[src/rtl/decode_stage.sv]
// RV32 ID stage: drives reg_file read addresses, decodes fields/immediate, captures operands into one ID/EX register.
// Latency: one cycle from an accepted if_instr to ex_valid; reg_file reads and the decode are combinational.
// Backpressure: if_ready drops on flush, a load-use hazard, a WB read-after-write (no-bypass build) or a full, stalled ID/EX.
// Build option: define DECODE_WB_BYPASS_EN to forward wb_dataW into the operands instead of stalling for one cycle.
module decode_stage #(
   parameter int         XLEN        = 32,
   parameter logic [6:0] LOAD_OPCODE = 7'b0000011
) (
   input  logic            clk,
   input  logic            rst,
   input  logic            flush,
   input  logic            if_valid,
   output logic            if_ready,
   input  logic [31:0]     if_instr,
   input  logic [XLEN-1:0] if_pc,
   output logic [4:0]      rs1,
   output logic [4:0]      rs2,
   input  logic [XLEN-1:0] data1,
   input  logic [XLEN-1:0] data2,
   input  logic            wb_RegWEn,
   input  logic [4:0]      wb_rsW,
   input  logic [XLEN-1:0] wb_dataW,
   output logic            ex_valid,
   input  logic            ex_ready,
   output logic [XLEN-1:0] ex_pc,
   output logic [XLEN-1:0] ex_rs1_val,
   output logic [XLEN-1:0] ex_rs2_val,
   output logic [4:0]      ex_rd,
   output logic [XLEN-1:0] ex_imm,
   output logic [6:0]      ex_opcode,
   output logic [2:0]      ex_funct3,
   output logic            ex_funct7b5,
   output logic            ex_reg_wen
);

   localparam logic [6:0] OP_LOAD   = 7'b0000011;
   localparam logic [6:0] OP_IMM    = 7'b0010011;
   localparam logic [6:0] OP_JALR   = 7'b1100111;
   localparam logic [6:0] OP_SYSTEM = 7'b1110011;
   localparam logic [6:0] OP_STORE  = 7'b0100011;
   localparam logic [6:0] OP_BRANCH = 7'b1100011;
   localparam logic [6:0] OP_LUI    = 7'b0110111;
   localparam logic [6:0] OP_AUIPC  = 7'b0010111;
   localparam logic [6:0] OP_JAL    = 7'b1101111;
   localparam logic [6:0] OP_REG    = 7'b0110011;

   // ID/EX pipeline register
   logic            r_ex_valid;
   logic [XLEN-1:0] r_ex_pc;
   logic [XLEN-1:0] r_ex_rs1_val;
   logic [XLEN-1:0] r_ex_rs2_val;
   logic [4:0]      r_ex_rd;
   logic [XLEN-1:0] r_ex_imm;
   logic [6:0]      r_ex_opcode;
   logic [2:0]      r_ex_funct3;
   logic            r_ex_funct7b5;
   logic            r_ex_reg_wen;

   // decode of the instruction currently presented by fetch
   logic [6:0]      w_opcode;
   logic [4:0]      w_rd;
   logic [XLEN-1:0] w_imm;
   logic            w_use_rs1;
   logic            w_use_rs2;
   logic            w_reg_wen;
   logic            w_load_use;
   logic            w_wb_hit1;
   logic            w_wb_hit2;
   logic            w_wb_stall;
   logic [XLEN-1:0] w_op1;
   logic [XLEN-1:0] w_op2;
   logic            w_accept;

   assign w_opcode = if_instr[6:0];
   assign w_rd     = if_instr[11:7];
   assign rs1      = if_instr[19:15];
   assign rs2      = if_instr[24:20];

   // Immediate extraction by instruction format; unknown opcodes carry no immediate
   always_comb begin
      w_imm = '0;
      case (w_opcode)
         OP_LOAD, OP_IMM, OP_JALR, OP_SYSTEM:
            w_imm = {{(XLEN-12){if_instr[31]}}, if_instr[31:20]};
         OP_STORE:
            w_imm = {{(XLEN-12){if_instr[31]}}, if_instr[31:25], if_instr[11:7]};
         OP_BRANCH:
            w_imm = {{(XLEN-12){if_instr[31]}}, if_instr[7], if_instr[30:25], if_instr[11:8], 1'b0};
         OP_LUI, OP_AUIPC:
            w_imm = {{(XLEN-32){if_instr[31]}}, if_instr[31:12], 12'b0};
         OP_JAL:
            w_imm = {{(XLEN-20){if_instr[31]}}, if_instr[19:12], if_instr[20], if_instr[30:21], 1'b0};
         default:
            w_imm = '0;
      endcase
   end

   assign w_use_rs1 = !((w_opcode == OP_LUI) || (w_opcode == OP_AUIPC) || (w_opcode == OP_JAL));
   assign w_use_rs2 = (w_opcode == OP_REG) || (w_opcode == OP_STORE) || (w_opcode == OP_BRANCH);
   assign w_reg_wen = !((w_opcode == OP_STORE) || (w_opcode == OP_BRANCH) || (w_rd == 5'd0));

   // A load in EX cannot deliver its data in time for a dependent instruction in ID
   assign w_load_use = r_ex_valid && (r_ex_opcode == LOAD_OPCODE) && (r_ex_rd != 5'd0) &&
                       ((w_use_rs1 && (rs1 == r_ex_rd)) || (w_use_rs2 && (rs2 == r_ex_rd)));

   // Writeback targeting a source register this cycle; x0 never matches
   assign w_wb_hit1 = wb_RegWEn && (wb_rsW != 5'd0) && (wb_rsW == rs1);
   assign w_wb_hit2 = wb_RegWEn && (wb_rsW != 5'd0) && (wb_rsW == rs2);

`ifdef DECODE_WB_BYPASS_EN
   assign w_wb_stall = 1'b0;
`else
   // The reg_file write lands at this edge, so hold off one cycle and read the updated value.
   // The hit is not qualified by source use so both captured operands are always current.
   assign w_wb_stall = w_wb_hit1 || w_wb_hit2;
`endif

   // The forwarding mux is shared by both builds: without bypass a hit always stalls, so
   // the wb_dataW leg is never captured there.
   assign w_op1 = (rs1 == 5'd0) ? '0 : (w_wb_hit1 ? wb_dataW : data1);
   assign w_op2 = (rs2 == 5'd0) ? '0 : (w_wb_hit2 ? wb_dataW : data2);

   assign if_ready = !rst && !flush && !w_load_use && !w_wb_stall && (!r_ex_valid || ex_ready);
   assign w_accept = if_valid && if_ready;

   // ID/EX register: reset clears, flush kills, capture on handshake, drain when execute consumes
   always_ff @(posedge clk) begin
      if (rst) begin
         r_ex_valid    <= 1'b0;
         r_ex_pc       <= '0;
         r_ex_rs1_val  <= '0;
         r_ex_rs2_val  <= '0;
         r_ex_rd       <= '0;
         r_ex_imm      <= '0;
         r_ex_opcode   <= '0;
         r_ex_funct3   <= '0;
         r_ex_funct7b5 <= 1'b0;
         r_ex_reg_wen  <= 1'b0;
      end else if (flush) begin
         r_ex_valid <= 1'b0;
      end else if (w_accept) begin
         r_ex_valid    <= 1'b1;
         r_ex_pc       <= if_pc;
         r_ex_rs1_val  <= w_op1;
         r_ex_rs2_val  <= w_op2;
         r_ex_rd       <= w_rd;
         r_ex_imm      <= w_imm;
         r_ex_opcode   <= w_opcode;
         r_ex_funct3   <= if_instr[14:12];
         r_ex_funct7b5 <= if_instr[30];
         r_ex_reg_wen  <= w_reg_wen;
      end else if (ex_ready && r_ex_valid) begin
         r_ex_valid <= 1'b0;
      end
   end

   assign ex_valid    = r_ex_valid;
   assign ex_pc       = r_ex_pc;
   assign ex_rs1_val  = r_ex_rs1_val;
   assign ex_rs2_val  = r_ex_rs2_val;
   assign ex_rd       = r_ex_rd;
   assign ex_imm      = r_ex_imm;
   assign ex_opcode   = r_ex_opcode;
   assign ex_funct3   = r_ex_funct3;
   assign ex_funct7b5 = r_ex_funct7b5;
   assign ex_reg_wen  = r_ex_reg_wen;

endmodule
[config.mk]
export PLATFORM = sky130hd
export DESIGN_NAME = decode_stage
export DESIGN_NICKNAME = d
export VERILOG_FILES = /design/src/rtl/decode_stage.sv
export SDC_FILE = /design/constraint.sdc
export NUM_CORES = 1
export LEC_CHECK = 0
export CAP_MARGIN = 0
export CORE_ASPECT_RATIO = 1.4
export CORE_MARGIN = 2
export CORE_UTILIZATION = 40
export DETAILED_ROUTE_END_ITERATION = 8
export GPL_ROUTABILITY_DRIVEN = 0
export GPL_TIMING_DRIVEN = 0
export MAX_ROUTING_LAYER = met4
export PLACE_DENSITY_LB_ADDON = 0.1
export SLEW_MARGIN = 20
export SYNTH_ARGS = -nofsm -noshare
export SYNTH_HDL_FRONTEND = slang
export SYNTH_SLANG_ARGS = --single-unit
[constraint.sdc]
create_clock -name clk -period 5.8 [get_ports clk]
set_input_delay 1.16 -clock clk [delete_from_list [all_inputs] [get_ports clk]]
set_output_delay 1.16 -clock clk [all_outputs]
set_load 0.05 [all_outputs]
==> results of run 1 <==
[worst max-delay path, cell delays in order]
cell and delay [ps]:
clkdlybuf4s50_1 620, or3b_4 430, a21oi_4 280, nor4_1 110, o221ai_2 180, buf_2 270, buf_4 210, and3_1 170
clkdlybuf4s50_1 800
[metal layers]
| layer | global-route usage [%] | up-vias | wire (microns) |
|---|---|---|---|
| met5 | - | - | 0 |
| li1 | - | 3308 | - |
| met4 | 8.80 | 0 | 569 |
| met1 | 26.8 | 3120 | 9760 |
| met2 | 41.7 | 242 | 12600 |
| met3 | 6.59 | 36 | 1650 |
[cell type report]
| type | instances | area [sq um] |
|---|---|---|
| Buffer | 66 | 392 |
| Timing Repair Buffer | 323 | 3230 |
| Tap cell | 248 | 310 |
| Multi-Input combinational cell | 544 | 4500 |
| Fill cell | 1679 | 7250 |
| Sequential cell | 146 | 2920 |
| Inverter | 6 | 22.5 |
| Clock buffer | 18 | 429 |
| Clock inverter | 14 | 163 |
[metrics by stage]
stage | hold WS [ps] | cells | setup WS (ps) | power [mW] | utilization, %
floorplan | 696 | 762 | 1640 | 1.46 | -
global placement | 464 | 1333 | 423 | 1.73 | 59.2
detailed placement | 465 | 1333 | 425 | 1.73 | 59.2
CTS | 476 | 1365 | 415 | 2.85 | 62.3
global route | 492 | 1365 | 305 | 2.93 | 62.3
finish | 473 | 1365 | 404 | 2.83 | 62.3
[power groups by stage]
stage                     combinational, mW  clock [mW]  sequential [mW]
final                                 0.639        1.12             1.07
after global routing                  0.675        1.18             1.08
after CTS                             0.643        1.14             1.07
after detailed placement              0.641           0             1.09
after global placement                0.637           0             1.09
after floorplan                       0.219           0             1.24
[worst paths after layout]
path / to / slack, ps / from
worst max-delay path: if_ready / 400 / if_instr[4]
worst min-delay path: ex_imm[10] / 470 / ex_imm[10]
worst max register to register: ex_pc[19] / 3200 / ex_opcode[4]
worst min register to register: ex_imm[10] / 470 / ex_imm[10]
[cell usage in the layout, fill, tap and decap left out, types with 17 or more instances in the layout]
| cell | n |
|---|---|
| clkdlybuf4s50_1 | 323 |
| dfxtp_1 | 146 |
| nor2b_1 | 107 |
| mux2_4 | 98 |
| mux2i_1 | 85 |
| nor2_1 | 70 |
| clkbuf_1 | 30 |
| nand2_1 | 27 |
| nand2b_1 | 22 |
| xnor2_1 | 19 |
| a31oi_1 | 18 |
| clkbuf_16 | 17 |
[sequential cells by signal, indices dropped and copies added (netlist names)]
| register | flops |
|---|---|
| ex_funct3 | 3 |
| ex_funct7b5 | 1 |
| ex_imm | 32 |
| ex_opcode | 7 |
| ex_pc | 32 |
| ex_rd | 5 |
| ex_reg_wen | 1 |
| ex_rs1_val | 32 |
| ex_rs2_val | 32 |
| ex_valid | 1 |
[cells by family (layout without fill, tap and decap cells)]
| family | count (synthesis) | after routing | share of synthesized area (%) |
|---|---|---|---|
| xor gates and xnor gates | 21 | 21 | 2.35 |
| DFF | 146 | 146 | 37.3 |
| and+or+nand+nor | 259 | 259 | 17.7 |
| buffers and inverters | 72 | 427 | 5.28 |
| AOI/OAI and AO/OA | 73 | 73 | 6.58 |
| muxes | 191 | 191 | 30.8 |
==> results.md, run 1 <==
* Status: completed
* First-pass GRT wire length at 37700 microns
* Ys async rst share at 0%
* Setup_tns at 0 ps
* Largest net degree at the start of global routing at 17
* DRT iter0 DRCs at 404
* Post-Syn Instances at 762
* Final Setup Violations at 0
* Seq cells post-synth at 146
* Mapped cell area at 7840 sq um
* DP Area at 11400 sq um
* CP Class: primary input to primary output
* Antenna-violating nets left at 0
* Clock transition at the registers of the reported paths at 60 ps
* Grt ovf at 0
* Final wirelength at 24600 microns
* CTS Buf Count at 17
* Reg2Reg Depth at 7
* Cell area after layout at 12000 sq um
* CTS H-Tree Depth at 4
* Initial antenna violation count at 0
* Final #Nets at 1275
* Logic gate share of total power at 22.5%
* Required time worst endpoint at 4640 ps
* P_leak at 4.79 nW
* Max-slew headroom at 31.9%
* Ports at 328
* Seq pwr share at 37.8%
* ANT cells at 0
* GRT Resource Usage Total at 24.3%
* Vias in the first global route at 6963
* Sw Pwr at 0.813 mW
* Die area at 20700 sq um
* Register area share after synthesis at 37.3%
* P&R area growth vs syn at 52.8%
* VDD IR-drop max at 0.202 mV
* Die W at 122 microns
* Crit start category: primary input
* Final Slew Violations at 0
* Post-synthesis net count at 933
* Final period demand of the worst path at 5400 ps
* Clock net sink count at 146
* Most area-hungry cell type in the Yosys netlist: dfxtp_1
* CTS Hold Bufs at 0
* Clock share of power at 39.6%
* Maximum clock insertion buffer count at 2
* Post-cts sizing count at 0
* Mean Syn Cell Area at 10.3 sq um
* Tightest Pin Transition at 1010 ps
* HPWL after DPL at 18800 microns
* Root buffer cell: clkbuf_16
* Maximum net fanout on the critical path at 10
* Hold Crit Depth at 2
* Post-synth EDFFs at 0
* Count leader, synth: dfxtp_1
* Share of the synthesized area in the top cell type at 37.3%
* Core area at 19200 sq um
* Synth cell types at 43
* Setup repair bufs after CTS at 0
* DR WL/cell at 18.0 microns
* DR vias at 6706
* Ratio of cells with drive above 1 in the final layout at 15.1%
* Rows at 60
* RSZ-0062 raised after global routing: no
* F_max at 185 MHz
* Worst-skew pair later-pin latency at 430 ps
* Top_reg_cell synth: dfxtp_1
* Die Ht at 170 microns
* Synth Warn # at 0
* List of most frequent post-synthesis cells: dfxtp_1 (146), nor2b_1 (107), mux2_4 (98)
* CTS tree: yes
* Internal power at 2.02 mW
* CP Capture Type: primary output
* Worst hold path type: register to register
* Starting Density at 40.8%
* Max-Cap Viols at 0
* Vias per Instance at 4.91
* # DRC at 0
* TritonRoute pass-1 iters at 4
* Clock skew at 9.00 ps
* IO Port Bufs at 323
* P per Cell Area at 237 nW/um^2
* Sw frac at 28.7%
* Final Cycle Share at 93.0%
* Final hold vios at 0
* Top post-synthesis cells by area: dfxtp_1 (37%), mux2_4 (19%), mux2i_1 (11%)
* WP data arrival at 4240 ps
Note: power is estimated with default switching activity, not from simulation.
==> run 2, diff against run 1 <==
--- a/config.mk
+++ b/config.mk
@@ -6,9 +6,9 @@
 export NUM_CORES = 1
 export LEC_CHECK = 0
 export CAP_MARGIN = 0
-export CORE_ASPECT_RATIO = 1.4
-export CORE_MARGIN = 2
+export CORE_MARGIN = 10
 export CORE_UTILIZATION = 40
+export CTS_BUF_LIST = sky130_fd_sc_hd__clkbuf_8
 export DETAILED_ROUTE_END_ITERATION = 8
 export GPL_ROUTABILITY_DRIVEN = 0
 export GPL_TIMING_DRIVEN = 0
==> results.md, run 2 (same netlist as run 1, synthesis figures left out) <==
* Worst path top cell family by delay: buffers and inverters (unchanged)
* Tightest Pin Transition at 915 ps (was 1010 ps)
* Maximum clock insertion buffer count at 2 (unchanged)
* Root buffer cell: clkbuf_8 (was clkbuf_16)
* Antenna-violating nets left at 0 (unchanged)
* Ports at 328 (unchanged)
* Crit start category: primary input (unchanged)
* Setup repair bufs after CTS at 0 (unchanged)
* Final period demand of the worst path at 5380 ps (was 5400 ps)
* Final hold vios at 0 (unchanged)
* Worst path max stage delay at 800 ps (about the same)
* CP Capture Type: primary output (unchanged)
* Die Ht at 160 microns (was 170 microns)
* Maximum net fanout on the critical path at 10 (unchanged)
* Met3 wire length at 2190 microns (was 1650 microns)
* Max-slew headroom at 38.6% (was 31.9%)
* CP Class: primary input to primary output (unchanged)
* Leading cell types in the layout, fill and taps excluded: clkdlybuf4s50_1 (323), dfxtp_1 (146), nor2b_1 (107), mux2_4 (98), mux2i_1 (85) (unchanged)
* Crit-path most repeated cell: clkdlybuf4s50_1 (unchanged)
* Worst-skew pair later-pin latency at 470 ps (was 430 ps)
* Worst hold path type: register to register (unchanged)
* Ratio of cells with drive above 1 in the final layout at 15.2% (was 15.1%)
* Final Slew Violations at 0 (unchanged)
* CTS Hold Bufs at 0 (unchanged)
* CTS Buf Count at 17 (unchanged)
* Clock skew at 18.0 ps (was 9.00 ps)
* RSZ-0062 raised after global routing: no (unchanged)
* Core area at 19400 sq um (was 19200 sq um)
* Largest net degree at the start of global routing at 17 (unchanged)
* Setup_tns at 0 ps (unchanged)
* # DRC at 0 (unchanged)
* CTS tree: yes (unchanged)
* Final Cycle Share at 92.7% (was 93.0%)
* Initial antenna violation count at 1 (was 0)
* Sum of routed wire segments on met1 at 12000 microns (was 9760 microns)
* TritonRoute pass-1 iters at 5 (was 4)
* DR WL/cell at 19.8 microns (was 18.0 microns)
* DRT iter0 DRCs at 253 (was 404)
* HPWL after DPL at 21400 microns (was 18800 microns)
* Final #Nets at 1275 (unchanged)
* Grt ovf at 0 (unchanged)
* VDD IR-drop max at 0.136 mV (was 0.202 mV)
* P&R area growth vs syn at 51.1% (was 52.8%)
* Fin Hold WS at 479 ps (was 473 ps)
* Clock transition at the registers of the reported paths at 90 ps (was 60 ps)
* CP Buf/Inv Count at 4 (unchanged)
* F_max at 186 MHz (was 185 MHz)
* Post-cts sizing count at 0 (unchanged)
* Commonest non-fill, non-tap cell in the layout: clkdlybuf4s50_1 (unchanged)
* Status: completed (unchanged)
* P_leak at 4.73 nW (was 4.79 nW)
* Vias in the first global route at 7077 (was 6963)
* First-pass GRT wire length at 42000 microns (was 37700 microns)
* Clock net sink count at 146 (unchanged)
* WP data arrival at 4220 ps (was 4240 ps)
* Rows at 51 (was 60)
* Starting Density at 40.4% (was 40.8%)
* Metal2 WL at 12600 microns (about the same)
* Critical Path, Cell by Cell: clkdlybuf4s50_1 -> or3b_4 -> a21oi_4 -> nor4_1 -> o221ai_2 -> buf_2 -> buf_4 -> and3_1 -> clkdlybuf4s50_1 (unchanged)
* Final Setup Violations at 0 (unchanged)
* Required time worst endpoint at 4640 ps (about the same)
* PnR worst setup slack at 422 ps (was 404 ps)
* IO Port Bufs at 323 (unchanged)
* DR vias at 6698 (was 6706)
* CTS H-Tree Depth at 4 (unchanged)
* Max layer used: met4 (unchanged)
* Final wirelength at 27300 microns (was 24600 microns)
* Die area at 25600 sq um (was 20700 sq um)
* Die W at 160 microns (was 122 microns)
* Max-Cap Viols at 0 (unchanged)
* Slowest CP cell: clkdlybuf4s50_1 (unchanged)
* Vias per Instance at 4.84 (was 4.91)
* GRT Resource Usage Total at 21.3% (was 24.3%)
* P per Cell Area at 219 nW/um^2 (was 237 nW/um^2)
* Pre-CTS WS at 455 ps (was 425 ps)
==> run 2: cell types whose count changed in the layout (fill, tap and decap cells not counted), moves of 2 or more <==
cell	previous run	this run
inv_6	1	3
clkinvlp_4	4	0
clkbuf_16	17	0
clkinv_2	5	1
clkinv_4	1	6
clkbuf_8	0	19
==> run 2: metrics by stage <==
step	power [mW]	cell area [sq um]	utilization (%)	cells
floorplan	1.46	7840	-	762
global placement	1.73	11400	58.8	1350
detailed placement	1.74	11400	58.8	1350
CTS	2.62	11800	61.0	1382
global route	2.70	11800	61.0	1383
finish	2.60	11800	61.0	1383
==> run 2: per-layer routing <==
metal  track usage (%)  vias to the layer above
met5                 -                        -
met4              5.80                        0
met3              7.84                       27
met2              33.2                      255
met1              25.3                     3106
li1                  -                     3310
==> run 2: cell type report <==
class | instances | area, sq um
inverter | 6 | 22.5
antenna | 1 | 2.50
multi-input combinational | 544 | 4500
fill | 1754 | 7560
clock buffer | 19 | 262
tap | 265 | 332
clock inverter | 13 | 174
sequential | 146 | 2920
buffer | 66 | 392
timing repair buffer | 323 | 3230
==> run 2: power by group <==
part	total [mW]	internal, mW	leakage, nW	switching [mW]
Clock	0.883	0.456	0.221	0.427
Combinational	0.643	0.300	3.32	0.343
Sequential	1.07	1.05	1.19	0.0246
Total	2.60	1.80	4.73	0.795
==> run 2: final timing paths <==
path,start,end,slack [ps],cells past startpoint
max,if_instr[4],if_ready,420,9
min,ex_imm[9],ex_imm[9],480,2
max reg2reg,ex_valid,ex_imm[19],3340,8
min reg2reg,ex_imm[9],ex_imm[9],480,2
==> run 2: worst min-delay path, stage by stage, from the launching register on <==
cell      delay [ps]
dfxtp_1          320
nand2b_1          60
mux2i_1           60
